`config.mk`:
```
export PLATFORM = sky130hd
export DESIGN_NAME = alu_issue_ctrl
export DESIGN_NICKNAME = d
export VERILOG_FILES = /design/src/rtl/alu_issue_pkg.sv /design/src/rtl/alu_issue_decode.sv /design/src/rtl/alu_issue_ctrl.sv
export SDC_FILE = /design/constraint.sdc
export NUM_CORES = 1
export LEC_CHECK = 0
export ABC_CLOCK_PERIOD_IN_PS = 1600
export CORE_AREA = 2 2 128 130
export DETAILED_ROUTE_END_ITERATION = 16
export DIE_AREA = 0 0 130 132
export PLACE_DENSITY = 0.73
export SLEW_MARGIN = 20
export SYNTH_ARGS = -nofsm -noshare
export SYNTH_HDL_FRONTEND = slang
export SYNTH_SLANG_ARGS = --single-unit
```
`constraint.sdc`:
```
create_clock -name clk -period 1.6 [get_ports clk]
set_input_delay 0.32 -clock clk [delete_from_list [all_inputs] [get_ports clk]]
set_output_delay 0.32 -clock clk [all_outputs]
set_load 0.05 [all_outputs]
```
`src/rtl/alu_issue_pkg.sv`:
```
// Shared types and constants for the ALU issue controller.
// Holds opcode/funct values, ALU select codes, FSM states and field positions.
package alu_issue_pkg;

    // Instruction field bit positions
    localparam int OP_MSB  = 31;
    localparam int OP_LSB  = 26;
    localparam int RS_MSB  = 25;
    localparam int RS_LSB  = 21;
    localparam int RT_MSB  = 20;
    localparam int RT_LSB  = 16;
    localparam int RD_MSB  = 15;
    localparam int RD_LSB  = 11;
    localparam int IMM_MSB = 15;
    localparam int IMM_LSB = 0;
    localparam int FN_MSB  = 5;
    localparam int FN_LSB  = 0;

    // Opcodes
    localparam logic [5:0] OP_RTYPE = 6'h00;
    localparam logic [5:0] OP_ADDI  = 6'h08;
    localparam logic [5:0] OP_SLTI  = 6'h0A;
    localparam logic [5:0] OP_ANDI  = 6'h0C;
    localparam logic [5:0] OP_ORI   = 6'h0D;
    localparam logic [5:0] OP_XORI  = 6'h0E;
    localparam logic [5:0] OP_LUI   = 6'h0F;

    // R-type funct codes
    localparam logic [5:0] FN_ADD = 6'h20;
    localparam logic [5:0] FN_SUB = 6'h22;
    localparam logic [5:0] FN_AND = 6'h24;
    localparam logic [5:0] FN_OR  = 6'h25;
    localparam logic [5:0] FN_XOR = 6'h26;
    localparam logic [5:0] FN_NOR = 6'h27;
    localparam logic [5:0] FN_NOT = 6'h28;
    localparam logic [5:0] FN_SLT = 6'h2A;
    localparam logic [5:0] FN_SGT = 6'h2B;

    typedef enum logic [3:0] {
        ALU_ADD    = 4'd0,
        ALU_SUB    = 4'd1,
        ALU_AND    = 4'd2,
        ALU_OR     = 4'd3,
        ALU_XOR    = 4'd4,
        ALU_NOR    = 4'd5,
        ALU_NOT_A  = 4'd6,
        ALU_SLT    = 4'd7,
        ALU_SGT    = 4'd8,
        ALU_LUI    = 4'd9,
        ALU_PASS_A = 4'd10,
        ALU_PASS_B = 4'd11
    } alu_sel_e;

    typedef enum logic [1:0] {
        S_IDLE = 2'd0,
        S_EXEC = 2'd1,
        S_WB   = 2'd2
    } state_e;

    typedef enum logic {
        DEST_RD = 1'b0,
        DEST_RT = 1'b1
    } dest_sel_e;

endpackage

```
`src/rtl/alu_issue_decode.sv`:
```
// Combinational instruction decoder for the ALU issue controller.
// Ports: instr in; alu_sel, imm_sext, use_imm, dest_sel, legal out.
module alu_issue_decode
    import alu_issue_pkg::*;
(
    input  logic [31:0] instr,
    output alu_sel_e    alu_sel,
    output logic        imm_sext,
    output logic        use_imm,
    output dest_sel_e   dest_sel,
    output logic        legal
);

    logic [5:0] op;
    logic [5:0] fn;
    logic       unused_fields;

    assign op = instr[OP_MSB:OP_LSB];
    assign fn = instr[FN_MSB:FN_LSB];

    // Register and immediate fields are consumed by the top level
    assign unused_fields = ^instr[RS_MSB:FN_MSB+1];

    always_comb begin
        alu_sel  = ALU_ADD;
        imm_sext = 1'b0;
        use_imm  = 1'b1;
        dest_sel = DEST_RT;
        legal    = 1'b1;
        unique case (1'b1)
            (op == OP_RTYPE): begin
                use_imm  = 1'b0;
                dest_sel = DEST_RD;
                unique case (1'b1)
                    (fn == FN_ADD): alu_sel = ALU_ADD;
                    (fn == FN_SUB): alu_sel = ALU_SUB;
                    (fn == FN_AND): alu_sel = ALU_AND;
                    (fn == FN_OR):  alu_sel = ALU_OR;
                    (fn == FN_XOR): alu_sel = ALU_XOR;
                    (fn == FN_NOR): alu_sel = ALU_NOR;
                    (fn == FN_NOT): alu_sel = ALU_NOT_A;
                    (fn == FN_SLT): alu_sel = ALU_SLT;
                    (fn == FN_SGT): alu_sel = ALU_SGT;
                    default:        legal   = 1'b0;
                endcase
            end
            (op == OP_ADDI): imm_sext = 1'b1;
            (op == OP_SLTI): begin
                alu_sel  = ALU_SLT;
                imm_sext = 1'b1;
            end
            (op == OP_ANDI): alu_sel = ALU_AND;
            (op == OP_ORI):  alu_sel = ALU_OR;
            (op == OP_XORI): alu_sel = ALU_XOR;
            (op == OP_LUI):  alu_sel = ALU_LUI;
            default:         legal   = 1'b0;
        endcase
    end

endmodule

```
`src/rtl/alu_issue_ctrl.sv`:
```
// Decode/issue controller: accepts an instruction, drives the ALU, offers write-back.
// Ports: in_valid/in_ready/instr/rs_data/rt_data in, alu_sel/a/b + alu_res to ALU,
// wb_valid/wb_ready/wb_addr/wb_data out, illegal pulse. Macro ALU_ISSUE_PERF_CNT_EN
// adds issued_cnt and illegal_cnt outputs.
module alu_issue_ctrl
    import alu_issue_pkg::*;
#(
    parameter int WIDTH   = 32,
    parameter int ALU_LAT = 1
) (
    input  logic             clk,
    input  logic             rst,
    input  logic             in_valid,
    output logic             in_ready,
    input  logic [31:0]      instr,
    input  logic [WIDTH-1:0] rs_data,
    input  logic [WIDTH-1:0] rt_data,
    output logic [3:0]       alu_sel,
    output logic [WIDTH-1:0] alu_a,
    output logic [WIDTH-1:0] alu_b,
    input  logic [WIDTH-1:0] alu_res,
    output logic             wb_valid,
    input  logic             wb_ready,
    output logic [4:0]       wb_addr,
    output logic [WIDTH-1:0] wb_data,
    output logic             illegal
`ifdef ALU_ISSUE_PERF_CNT_EN
    ,
    output logic [31:0]      issued_cnt,
    output logic [15:0]      illegal_cnt
`endif
);

    localparam int CW = (ALU_LAT > 1) ? $clog2(ALU_LAT) : 1;

    state_e           state_q, state_d;
    alu_sel_e         sel_q, sel_d;
    logic [WIDTH-1:0] a_q, a_d;
    logic [WIDTH-1:0] b_q, b_d;
    logic [4:0]       addr_q, addr_d;
    logic [WIDTH-1:0] data_q, data_d;
    logic [CW-1:0]    lat_q, lat_d;
    logic             wbv_q, wbv_d;
    logic             ill_q, ill_d;

    alu_sel_e         dec_sel;
    logic             dec_sext;
    logic             dec_imm;
    dest_sel_e        dec_dest;
    logic             dec_legal;

    logic [15:0]      imm;
    logic [WIDTH-1:0] imm_z;
    logic [WIDTH-1:0] imm_s;
    logic [WIDTH-1:0] imm_b;

    alu_issue_decode u_dec (
        .instr    (instr),
        .alu_sel  (dec_sel),
        .imm_sext (dec_sext),
        .use_imm  (dec_imm),
        .dest_sel (dec_dest),
        .legal    (dec_legal)
    );

    assign imm   = instr[IMM_MSB:IMM_LSB];
    assign imm_z = {{(WIDTH-16){1'b0}}, imm};
    assign imm_s = {{(WIDTH-16){imm[15]}}, imm};
    assign imm_b = dec_sext ? imm_s : imm_z;

    always_comb begin
        state_d = state_q;
        sel_d   = sel_q;
        a_d     = a_q;
        b_d     = b_q;
        addr_d  = addr_q;
        data_d  = data_q;
        lat_d   = lat_q;
        wbv_d   = 1'b0;
        ill_d   = 1'b0;
        unique case (state_q)
            S_IDLE: begin
                if (in_valid && dec_legal) begin
                    sel_d   = dec_sel;
                    a_d     = rs_data;
                    b_d     = dec_imm ? imm_b : rt_data;
                    // LUI shifts the raw immediate in operand A
                    if (dec_sel == ALU_LUI) begin
                        a_d = imm_z;
                        b_d = '0;
                    end
                    addr_d  = (dec_dest == DEST_RD) ?
                              instr[RD_MSB:RD_LSB] :
                              instr[RT_MSB:RT_LSB];
                    lat_d   = CW'(ALU_LAT - 1);
                    state_d = S_EXEC;
                end else if (in_valid) begin
                    ill_d = 1'b1;
                end
            end
            S_EXEC: begin
                if (lat_q != '0) begin
                    lat_d = lat_q - 1'b1;
                end else begin
                    data_d  = alu_res;
                    // Writes to r0 are dropped without a handshake
                    state_d = (addr_q != 5'd0) ? S_WB : S_IDLE;
                end
            end
            S_WB: begin
                // wb_valid is registered, so it rises one cycle into WB
                if (wbv_q && wb_ready) begin
                    state_d = S_IDLE;
                end else begin
                    wbv_d = 1'b1;
                end
            end
            default: state_d = S_IDLE;
        endcase
    end

    always_ff @(posedge clk) begin
        if (rst) begin
            state_q <= S_IDLE;
            sel_q   <= ALU_ADD;
            a_q     <= '0;
            b_q     <= '0;
            addr_q  <= '0;
            data_q  <= '0;
            lat_q   <= '0;
            wbv_q   <= 1'b0;
            ill_q   <= 1'b0;
        end else begin
            state_q <= state_d;
            sel_q   <= sel_d;
            a_q     <= a_d;
            b_q     <= b_d;
            addr_q  <= addr_d;
            data_q  <= data_d;
            lat_q   <= lat_d;
            wbv_q   <= wbv_d;
            ill_q   <= ill_d;
        end
    end

    assign in_ready = (state_q == S_IDLE);
    assign alu_sel  = sel_q;
    assign alu_a    = a_q;
    assign alu_b    = b_q;
    assign wb_valid = wbv_q;
    assign wb_addr  = addr_q;
    assign wb_data  = data_q;
    assign illegal  = ill_q;

`ifdef ALU_ISSUE_PERF_CNT_EN
    logic [31:0] iss_q, iss_d;
    logic [15:0] ilc_q, ilc_d;

    always_comb begin
        iss_d = iss_q;
        ilc_d = ilc_q;
        if (state_q == S_IDLE && in_valid && dec_legal) begin
            iss_d = iss_q + 32'd1;
        end
        if (ill_d) begin
            ilc_d = ilc_q + 16'd1;
        end
    end

    always_ff @(posedge clk) begin
        if (rst) begin
            iss_q <= '0;
            ilc_q <= '0;
        end else begin
            iss_q <= iss_d;
            ilc_q <= ilc_d;
        end
    end

    assign issued_cnt  = iss_q;
    assign illegal_cnt = ilc_q;
`else
    // No event counters in this build
`endif

endmodule

```
==> flow_metrics.py, run 1 <==
metrics = {
    "sta": {
        "fmax_ghz": 0.591,
        "finalHoldViolCount": 0,
        "skew_ns": 0.00909,
        "tightest_slew_ns": 0.540,
        "fin_crit_ns": 1.69,
        "slew_viol_final": 0,
        "rsz0062_at_grt": "yes",
        "timing.final.crit_share_pct": 106,
        "slew_headroom_pct": 63.1,
        "fin_ws_ns": -0.0919,
        "setup_viol": 60,
    },
    "detailed_routing": {
        "postRouteAntennaNets": 0,
        "drc_errors": 0,
        "first_iter_violations": 324,
        "drt-total-wl_um": 19200,
        "vias": 5257,
        "avgRoutedWirePerCell_um": 18.4,
        "viasPerCell": 5.05,
        "firstDrtPassIters": 4,
    },
    "yosys": {
        "synth_compound_area_share_pct": 23.8,
        "synth_nets": 675,
        "ys_seq_area_share_pct": 46.8,
        "synthMuxAreaShare_pct": 8.15,
        "syn-mean-instance-area_um2": 8.59,
        "yosysUniqueCellTypes": 37,
        "synth_xor_area_share_pct": 0,
        "ys_warn_count": 0,
        "synth_top_family_by_area": "compound AO/OA/AOI/OAI gates",
        "ys_ff_latch": 109,
        "synthCells": 543,
        "synthSimpleGateAreaFrac_pct": 15.4,
        "netlist_area_um2": 4670,
        "synthAdderAreaFrac_pct": 0,
    },
    "grt": {
        "grt_pass1_wl_um": 28500,
        "antenna_found_initial": 0,
        "met3_usage_pct": 5.60,
        "busiest_layer": "met2",
        "use_met2_pct": 34.4,
        "overflow": 0,
        "grt_pass1_vias": 5037,
        "grtUsageMet1_pct": 28.0,
        "grt_usage_pct": 21.6,
        "grt_max_degree": 47,
    },
    "floorplanning": {
        "io_pins": 240,
        "die_w_um": 130,
        "core-area_um2": 15700,
        "start_util_pct": 29.7,
        "die_area_um2": 17200,
        "placementRows": 46,
        "die-height_um": 132,
    },
    "setup_path": {
        "r2r-start": "state_q[0]",
        "endpoint_kind": "flop",
        "critical_path.cell_chain": "clkdlybuf4s50_1 > nand4b_4 > buf_6 > o21ba_4 > nor2_4 > clkbuf_16 > a211oi_1",
        "cp-start-kind": "input port",
        "crit_fanout": 19,
        "slowest_stage": "clkdlybuf4s50_1",
        "max_stage_delay_ns": 0.56,
        "rr_endpoint": "alu_b[31]",
        "r2r_slack_ns": 0.17,
        "r2r_cells": 6,
        "worstPathArrival_ns": 1.92,
        "cpLargestDelayFamily": "buffers and inverters",
        "crit_type": "in2reg",
        "crit_required_ns": 1.83,
        "critPathBufInv": 3,
    },
    "clock_tree": {
        "tritoncts": "done",
        "clockBufferDepth": 2,
        "cts_made_buffers": 9,
        "clk_latency_ns": 0.36,
        "clock_sinks": 109,
        "clkSlewWorstSetupHoldPaths_ns": 0.08,
        "htreeDepth": 3,
        "holdBufCountCts": 0,
        "cts-root-buf": "clkbuf_16",
    },
    "power_and_ir_drop": {
        "clockPowerShare_pct": 35.1,
        "p_switching_w": 0.00166,
        "p_int_w": 0.00447,
        "ir_drop_mv": 0.501,
        "powerDensity_nw_per_um2": 713,
        "leakage_nw": 3.42,
        "pwr-share-comb_pct": 19.4,
        "pwr-share-seq_pct": 45.5,
        "total_power_w": 0.00613,
        "swShare_pct": 27.0,
    },
    "worst_hold_path": {
        "hold_depth": 2,
        "min_path_type": "in2reg",
        "whs_endpoint": "alu_a[22]",
        "hold_start": "rst",
    },
    "cells_and_area": {
        "fillers": 1360,
        "fin_util_pct": 54.7,
        "diodes": 0,
        "syn2layout_area_growth_pct": 84.2,
        "fin_nets": 953,
        "drive_gt1_share_pct": 33.4,
    },
    "run_status": {
        "violations": "negative setup slack",
        "outcome": "finished, violations left",
    },
    "flow_run": {
        "cap_violations": 0,
    },
    "place": {
        "pre_cts_ws_ns": -0.658,
        "port-buffer-count": 234,
        "globalplace.congestion": 0.799,
        "hpwl_um": 12300,
    },
}
[final cells by class]
class | count | area [um^2] | share of cell area [%]
sequential | 109 | 2180 | 25.4
clock inverter | 5 | 36.3 | 0.422
timing repair buffer | 323 | 3410 | 39.7
multi-input combinational | 374 | 2430 | 28.3
tap | 216 | 270 | 3.15
inverter | 4 | 15.0 | 0.175
clock buffer | 11 | 243 | 2.83
[power groups by stage]
stage	Sequential [W]	Clock (W)	Combinational, W
6_report	0.00279	0.00215	0.00119
5_1_grt	0.00279	0.00229	0.00125
4_1_cts	0.00279	0.00222	0.00115
3_5_place_dp	0.00285	0	0.00103
3_3_place_gp	0.00285	0	0.00103
2_1_floorplan	0.00300	0	0.000269
[cells by family after synthesis]
family / after synthesis
multiplexers: 36
AND/OR/NAND/NOR: 148
AO/OA/AOI/OAI: 190
flip-flops: 109
buffers and inverters: 60
[synthesized netlist by cell type]
| cell type | count | area [um^2] |
|---|---|---|
| buf_1 | 5 | 18.8 |
| o21ba_1 | 1 | 10.0 |
| buf_6 | 3 | 33.8 |
| o21ai_1 | 6 | 30.0 |
| o22ai_1 | 3 | 18.8 |
| clkinv_1 | 1 | 3.75 |
| buf_2 | 12 | 60.1 |
| nor2b_1 | 3 | 18.8 |
| a22oi_1 | 3 | 22.5 |
| inv_1 | 3 | 11.3 |
| nand2_1 | 87 | 327 |
| nor3b_1 | 1 | 7.51 |
| a31o_2 | 1 | 8.76 |
| a22o_1 | 1 | 8.76 |
| nor3_1 | 9 | 45.0 |
| a2111oi_0 | 1 | 8.76 |
| nand3_1 | 4 | 20.0 |
| o211a_1 | 1 | 10.0 |
| a21oi_2 | 1 | 8.76 |
| o21ai_0 | 42 | 210 |
| nor2_1 | 6 | 22.5 |
| dfxtp_1 | 109 | 2180 |
| nand4_1 | 32 | 200 |
| or3b_1 | 1 | 8.76 |
| buf_4 | 3 | 22.5 |
| nor4_4 | 1 | 21.3 |
| mux2i_1 | 20 | 200 |
| a211oi_1 | 20 | 150 |
| o2111ai_1 | 17 | 149 |
| and2_1 | 2 | 12.5 |
| clkbuf_1 | 33 | 124 |
| a21oi_1 | 91 | 455 |
| mux2_2 | 16 | 180 |
| nor2_4 | 1 | 11.3 |
| a311oi_1 | 1 | 8.76 |
| nand4b_4 | 1 | 23.8 |
| o21bai_2 | 1 | 11.3 |
[worst max path at each step]
stage,slack [ns],cells past startpoint,from,end
finish,-0.09,7,instr[5],alu_a[8]
global route,-0.14,12,instr[31],alu_b[8]
CTS,-0.02,10,instr[31],alu_a[4]
detailed placement,-0.66,7,instr[28],alu_b[11]
global placement,-0.67,7,instr[28],wb_addr[4]
floorplan,-0.07,8,instr[28],alu_a[10]
[stage by stage]
stage                     cells  hold WS [ns]  TNS [ns]  instance area (um^2)
after floorplan             543         0.427     -3.08                  4710
after global placement      995         0.443    -48.29                  7560
after detailed placement    995         0.447    -46.79                  7560
after CTS                  1037         0.262    -0.469                  8430
after global routing       1042         0.285     -7.22                  8590
final                      1042         0.281     -3.45                  8590
[timing repair]
action,CTS,global route
resized for setup,91,32
setup endpoints to repair,75,75
pin swaps,27,27
setup buffers,18,4
cloned,11,4
[worst reg2reg max path: stages (launching register included)]
cell,delay [ns]
dfxtp_1,0.43
nor2_4,0.08
and2_2,0.22
buf_12,0.16
buf_4,0.19
o2111ai_1,0.12
o21ai_0,0.12
[layout by cell type (no fill, tap or decap), types with 4 or more instances in the layout]
| master | count |
|---|---|
| mux2_2 | 16 |
| nand4_1 | 32 |
| nand2_1 | 86 |
| dfxtp_1 | 109 |
| buf_6 | 9 |
| clkbuf_16 | 12 |
| a211oi_1 | 19 |
| buf_12 | 30 |
| mux2i_1 | 20 |
| dlygate4sd2_1 | 5 |
| a21oi_1 | 86 |
| clkdlybuf4s50_1 | 115 |
| nor2_1 | 4 |
| buf_4 | 145 |
| nor3_1 | 6 |
| o21ai_1 | 31 |
| a21oi_2 | 4 |
| o21ai_2 | 16 |
| buf_16 | 10 |
| o2111ai_1 | 14 |
[flip-flops by register name (all words and copies together), names as in the netlist]
name and cells:
alu_b 32, alu_a 32, wb_valid 1, alu_sel 4
state_q 2, illegal 1, wb_data 32, wb_addr 5
[layer usage]
| layer | vias to the layer above | share of wire [%] |
|---|---|---|
| met5 | - | 0 |
| met3 | 30 | 7.3 |
| met2 | 191 | 48 |
| li1 | 2536 | - |
| met4 | 0 | 2.1 |
| met1 | 2500 | 43 |
(Power assumes the default switching activity.)
==> run 2, diff against run 1 <==
--- a/config.mk
+++ b/config.mk
@@ -10,6 +10,7 @@
 export DETAILED_ROUTE_END_ITERATION = 16
 export DIE_AREA = 0 0 130 132
 export PLACE_DENSITY = 0.73
+export SETUP_SLACK_MARGIN = 0.15
 export SLEW_MARGIN = 20
 export SYNTH_ARGS = -nofsm -noshare
 export SYNTH_HDL_FRONTEND = slang
==> run 2 against run 1 <==
  * The flow still finishes with violations (negative setup slack)
  * Hold slack lost 0.020 ns
  * Critical path type unchanged
  * Largest cell class unchanged
  * First-iteration DRC count grew 13%
  * Core utilization increased by 1.9 points
==> flow_metrics.py, run 2 (same netlist as run 1, synthesis figures left out) <==
metrics = {
    "run_status": {
        "outcome": "finished, violations left",
        "violations": "negative setup slack",
    },
    "grt": {
        "use_met2_pct": 36.5,
        "grt_pass1_wl_um": 28800,
        "met3_usage_pct": 7.26,
        "grt_usage_pct": 21.6,
        "grt_max_degree": 49,
        "grt_pass1_vias": 5346,
        "busiest_layer": "met2",
        "grtUsageMet1_pct": 26.0,
        "antenna_found_initial": 0,
        "overflow": 0,
    },
    "place": {
        "pre_cts_ws_ns": -0.718,
        "hpwl_um": 12400,
        "place_inst": 992,
        "port-buffer-count": 234,
        "globalplace.congestion": 0.822,
    },
    "sta": {
        "rsz0062_at_grt": "yes",
        "fin_crit_ns": 1.82,
        "finalHoldViolCount": 0,
        "hold_slack_ns": 0.261,
        "fmax_ghz": 0.551,
        "fin_ws_ns": -0.215,
        "slew_viol_final": 0,
        "setup_viol": 57,
        "timing.final.crit_share_pct": 113,
        "skew_ns": 0.0116,
        "slew_headroom_pct": 61.6,
        "tightest_slew_ns": 0.577,
    },
    "floorplanning": {
        "io_pins": 240,
        "die-height_um": 132,
        "placementRows": 46,
        "start_util_pct": 29.7,
        "die_w_um": 130,
        "core-area_um2": 15700,
        "die_area_um2": 17200,
    },
    "setup_path": {
        "r2r-start": "state_q[0]",
        "worstPathArrival_ns": 2.10,
        "crit_fanout": 5,
        "crit_required_ns": 1.89,
        "endpoint_kind": "flop",
        "cp-start-kind": "input port",
        "startpoint": "instr[4]",
        "crit_type": "in2reg",
    },
    "detailed_routing": {
        "drt-total-wl_um": 20000,
        "drc_errors": 0,
        "firstDrtPassIters": 5,
        "avgRoutedWirePerCell_um": 19.1,
        "first_iter_violations": 366,
        "postRouteAntennaNets": 0,
        "viasPerCell": 5.15,
        "vias": 5396,
    },
    "power_and_ir_drop": {
        "ir_drop_mv": 0.759,
        "swShare_pct": 26.7,
        "pwr-share-seq_pct": 42.3,
        "powerDensity_nw_per_um2": 741,
        "total_power_w": 0.00658,
        "clockPowerShare_pct": 38.9,
        "leakage_nw": 3.51,
        "p_switching_w": 0.00176,
        "pwr-share-comb_pct": 18.8,
        "p_int_w": 0.00483,
    },
    "flow_run": {
        "cap_violations": 0,
    },
    "clock_tree": {
        "clkSlewWorstSetupHoldPaths_ns": 0.08,
        "cts_made_buffers": 9,
        "tritoncts": "done",
        "clock_sinks": 109,
        "clk_latency_ns": 0.36,
        "clockBufferDepth": 2,
        "htreeDepth": 3,
        "cts-root-buf": "clkbuf_16",
    },
    "cells_and_area": {
        "diodes": 0,
        "finalNonFillerCells": 1047,
        "syn2layout_area_growth_pct": 90.5,
        "layout_commonest_cell": "buf_4",
        "final_cell_mix": "buf_4 (143), clkdlybuf4s50_1 (114), dfxtp_1 (109)",
        "fin_nets": 958,
        "drive_gt1_share_pct": 38.1,
        "fin_util_pct": 56.6,
    },
    "worst_hold_path": {
        "hold_start": "rst",
        "min_path_type": "in2reg",
    },
}
## run 2: layer usage
metal	vias up	share of wire, %
met3	39	7.7
met1	2572	41
li1	2543	-
met5	-	0
met4	0	2.8
met2	242	49
## run 2: area by class of cell
| type | instances | area (um^2) |
|---|---|---|
| Fill cell | 1332 | 6820 |
| Timing Repair Buffer | 328 | 3460 |
| Multi-Input combinational cell | 374 | 2620 |
| Sequential cell | 109 | 2180 |
| Tap cell | 216 | 270 |
| Clock buffer | 10 | 239 |
| Clock inverter | 6 | 100 |
| Inverter | 4 | 15.0 |
## run 2: critical path, cell delays in order
cell and delay (ns):
clkdlybuf4s50_1 0.47, nand4b_4 0.21, buf_6 0.15, o21bai_4 0.17
buf_6 0.14, buf_6 0.09, buf_12 0.12, clkbuf_16 0.15
nand4_1 0.12, a21oi_1 0.17
## run 2: final timing paths
kind | slack, ns | end | cells past startpoint
worst max-delay path | -0.22 | alu_b[5] | 10
worst max register to register | 0.05 | wb_addr[0] | 7
worst min register to register | 0.45 | wb_data[9] | 2
worst min-delay path | 0.26 | wb_valid | 2
## run 2: through the flow
stage,setup TNS (ns),cell area [um^2]
4_1_cts,-1.61,8580
3_5_place_dp,-50.31,7470
2_1_floorplan,-3.07,4710
3_3_place_gp,-46.14,7470
6_report,-4.84,8890
5_1_grt,-6.31,8890
## run 2: power by group through the flow
stage / sequential (W) / clock (W) / combinational [W]
2_1_floorplan: 0.00300 / 0 / 0.000271
3_3_place_gp: 0.00285 / 0 / 0.00100
3_5_place_dp: 0.00285 / 0 / 0.00101
4_1_cts: 0.00279 / 0.00262 / 0.00115
5_1_grt: 0.00279 / 0.00272 / 0.00130
6_report: 0.00279 / 0.00256 / 0.00124
## run 2: repair_timing
action                     CTS  global route
pin swaps                   52            43
gates cloned                11             4
setup buffers               17             7
gates resized for setup    105            55
setup endpoints to repair   75            75
hold buffers                 0             0
==> run 3, diff against run 2 <==
--- a/config.mk
+++ b/config.mk
@@ -5,11 +5,11 @@
 export SDC_FILE = /design/constraint.sdc
 export NUM_CORES = 1
 export LEC_CHECK = 0
-export ABC_CLOCK_PERIOD_IN_PS = 1600
+export ABC_CLOCK_PERIOD_IN_PS = 2000
 export CORE_AREA = 2 2 128 130
 export DETAILED_ROUTE_END_ITERATION = 16
 export DIE_AREA = 0 0 130 132
-export PLACE_DENSITY = 0.73
+export PLACE_DENSITY = 0.71
 export SETUP_SLACK_MARGIN = 0.15
 export SLEW_MARGIN = 20
 export SYNTH_ARGS = -nofsm -noshare
==> constraint.sdc (replaced) <==
create_clock -name clk -period 2 [get_ports clk]
set_input_delay 0.4 -clock clk [delete_from_list [all_inputs] [get_ports clk]]
set_output_delay 0.4 -clock clk [all_outputs]
set_load 0.05 [all_outputs]
==> run 3 against run 2 <==
  * Count of clock-buffer cells in the layout is 1 lower
  * Routed wire length shrank 14%
  * Largest power group unchanged
  * Sequential power down 20%
  * The run now ends clean
  * Critical path type unchanged
  * Die area stayed put
  * Clock power is 14% lower
  * First-iteration DRC count is 31% lower
  * Total power decreased by 21%
  * Critical path depth shrank 2
  * Final cell count decreased by 4.0%
  * Core utilization is 6.2 points lower
==> flow_metrics.py, run 3 (same netlist as run 1, synthesis figures left out) <==
metrics = {
    "sta": {
        "timing.final.crit_share_pct": 92.4,
        "fmax_ghz": 0.541,
        "hold_slack_ns": 0.445,
        "rsz0062_at_grt": "yes",
        "fin_crit_ns": 1.85,
        "slew_viol_final": 0,
        "setup_viol": 0,
        "skew_ns": 0.00475,
        "finalHoldViolCount": 0,
        "fin_setup_tns_ns": 0,
        "tightest_slew_ns": 0.536,
        "slew_headroom_pct": 63.3,
    },
    "detailed_routing": {
        "vias": 5041,
        "drt-total-wl_um": 17300,
        "viasPerCell": 5.02,
        "drc_errors": 0,
        "first_iter_violations": 251,
        "avgRoutedWirePerCell_um": 17.2,
        "firstDrtPassIters": 4,
        "postRouteAntennaNets": 0,
    },
    "setup_path": {
        "crit_type": "in2reg",
        "crit_required_ns": 2.26,
        "crit_fanout": 12,
        "slowest_stage": "nor4_4",
        "critical_path.cell_chain": "dlygate4sd2_1 > nor4_4 > nand4b_4 > o21bai_4 > buf_4 > clkbuf_16 > a21oi_1 > a211oi_1",
        "endpoint_kind": "flop",
        "max_stage_delay_ns": 0.41,
        "worstPathArrival_ns": 2.10,
        "cp-start-kind": "input port",
    },
    "floorplanning": {
        "io_pins": 240,
        "die_area_um2": 17200,
        "core-area_um2": 15700,
        "start_util_pct": 29.7,
        "die_w_um": 130,
        "placementRows": 46,
        "die-height_um": 132,
    },
    "grt": {
        "grt_usage_pct": 19.6,
        "grt_max_degree": 48,
        "overflow": 0,
        "grt_pass1_wl_um": 26500,
        "grt_pass1_vias": 4881,
        "antenna_found_initial": 0,
    },
    "place": {
        "port-buffer-count": 234,
        "place_inst": 977,
        "hpwl_um": 11800,
        "globalplace.congestion": 0.838,
    },
    "cells_and_area": {
        "layout_commonest_cell": "clkdlybuf4s50_1",
        "final_cell_mix": "clkdlybuf4s50_1 (120), dfxtp_1 (109), dlygate4sd2_1 (99)",
        "syn2layout_area_growth_pct": 69.6,
        "finalNonFillerCells": 1005,
        "fillers": 1536,
        "drive_gt1_share_pct": 14.4,
        "diodes": 0,
        "fin_nets": 916,
    },
    "clock_tree": {
        "clock_sinks": 109,
        "cts-root-buf": "clkbuf_16",
        "clockBufferDepth": 2,
        "holdBufCountCts": 0,
        "clk_latency_ns": 0.35,
        "cts_made_buffers": 9,
        "htreeDepth": 3,
        "clkSlewWorstSetupHoldPaths_ns": 0.08,
        "tritoncts": "done",
    },
    "power_and_ir_drop": {
        "pwr-share-seq_pct": 42.5,
        "ir_drop_mv": 0.387,
        "pwr-share-comb_pct": 15.4,
        "leakage_nw": 3.35,
        "clockPowerShare_pct": 42.1,
        "powerDensity_nw_per_um2": 661,
        "p_int_w": 0.00396,
        "p_switching_w": 0.00127,
        "swShare_pct": 24.3,
    },
    "run_status": {
        "outcome": "complete, no violations",
    },
    "worst_hold_path": {
        "min_path_type": "reg2reg",
    },
    "flow_run": {
        "cap_violations": 0,
    },
}
[run 3: cell count changes in the layout (fill, tap and decap cells not counted), sizes merged]
| cell | delta |
|---|---|
| buf | -139 |
| bufinv | +2 |
| clkbuf | -5 |
| clkdlybuf4s50 | +6 |
| clkinvlp | +1 |
| dlygate4sd2 | +94 |
| dlymetal6s2s | +1 |
| inv | -2 |
[run 3: path summary, 6_finish.rpt]
kind | from | end | slack [ns] | cells past startpoint
setup / recovery | instr[28] | wb_addr[0] | 0.15 | 8
hold / removal | alu_b[17] | alu_b[17] | 0.44 | 2
setup reg to reg | state_q[1] | alu_sel[3] | 0.62 | 5
hold reg to reg | alu_b[17] | alu_b[17] | 0.44 | 2
[run 3: metal layers]
layer  share of wire (%)  global-route usage, %  vias up
met4                 2.6                   7.11        0
li1                    -                      -     2457
met1                  44                   25.1     2364
met3                 6.8                   4.63       32
met5                   0                      0        -
met2                  46                   32.0      188
[run 3: what timing repair did]
action	in CTS	in global routing
pin swaps	2	2
gates cloned	3	2
setup buffers	4	3
resized for setup	114	6
setup endpoints to repair	170	72
[run 3: layout make-up]
type / instances / area (um^2) / share of cell area [%]
clock inverters: 7 / 145 / 1.83
clock buffers: 9 / 225 / 2.85
flip-flops and latches: 109 / 2180 / 27.6
repair buffers: 286 / 2800 / 35.4
well taps: 216 / 270 / 3.41
multi-input cells: 374 / 2280 / 28.8
inverters: 4 / 15.0 / 0.190
[run 3: critical path, delay by kind of cell]
family | cells | cell delay (ns)
AO/OA/AOI/OAI | 3 | 0.49
buffers and inverters | 3 | 0.61
AND/OR/NAND/NOR | 2 | 0.59
[run 3: stage by stage]
stage	utilization (%)	cell area [um^2]	setup slack, ns	total power (W)
after floorplan	-	4670	0.189	0.00261
after global placement	47.1	7400	-0.427	0.00305
after detailed placement	47.1	7400	-0.460	0.00305
after CTS	49.7	7810	0.134	0.00528
after global routing	50.4	7920	0.0955	0.00542
final	50.4	7920	0.152	0.00523
[run 3: power groups by stage]
stage | Clock, W | Combinational [W] | Sequential [W]
after floorplan | 0 | 0.000210 | 0.00240
after global placement | 0 | 0.000777 | 0.00227
after detailed placement | 0 | 0.000778 | 0.00228
after CTS | 0.00227 | 0.000789 | 0.00222
after global routing | 0.00234 | 0.000858 | 0.00223
final | 0.00221 | 0.000806 | 0.00222
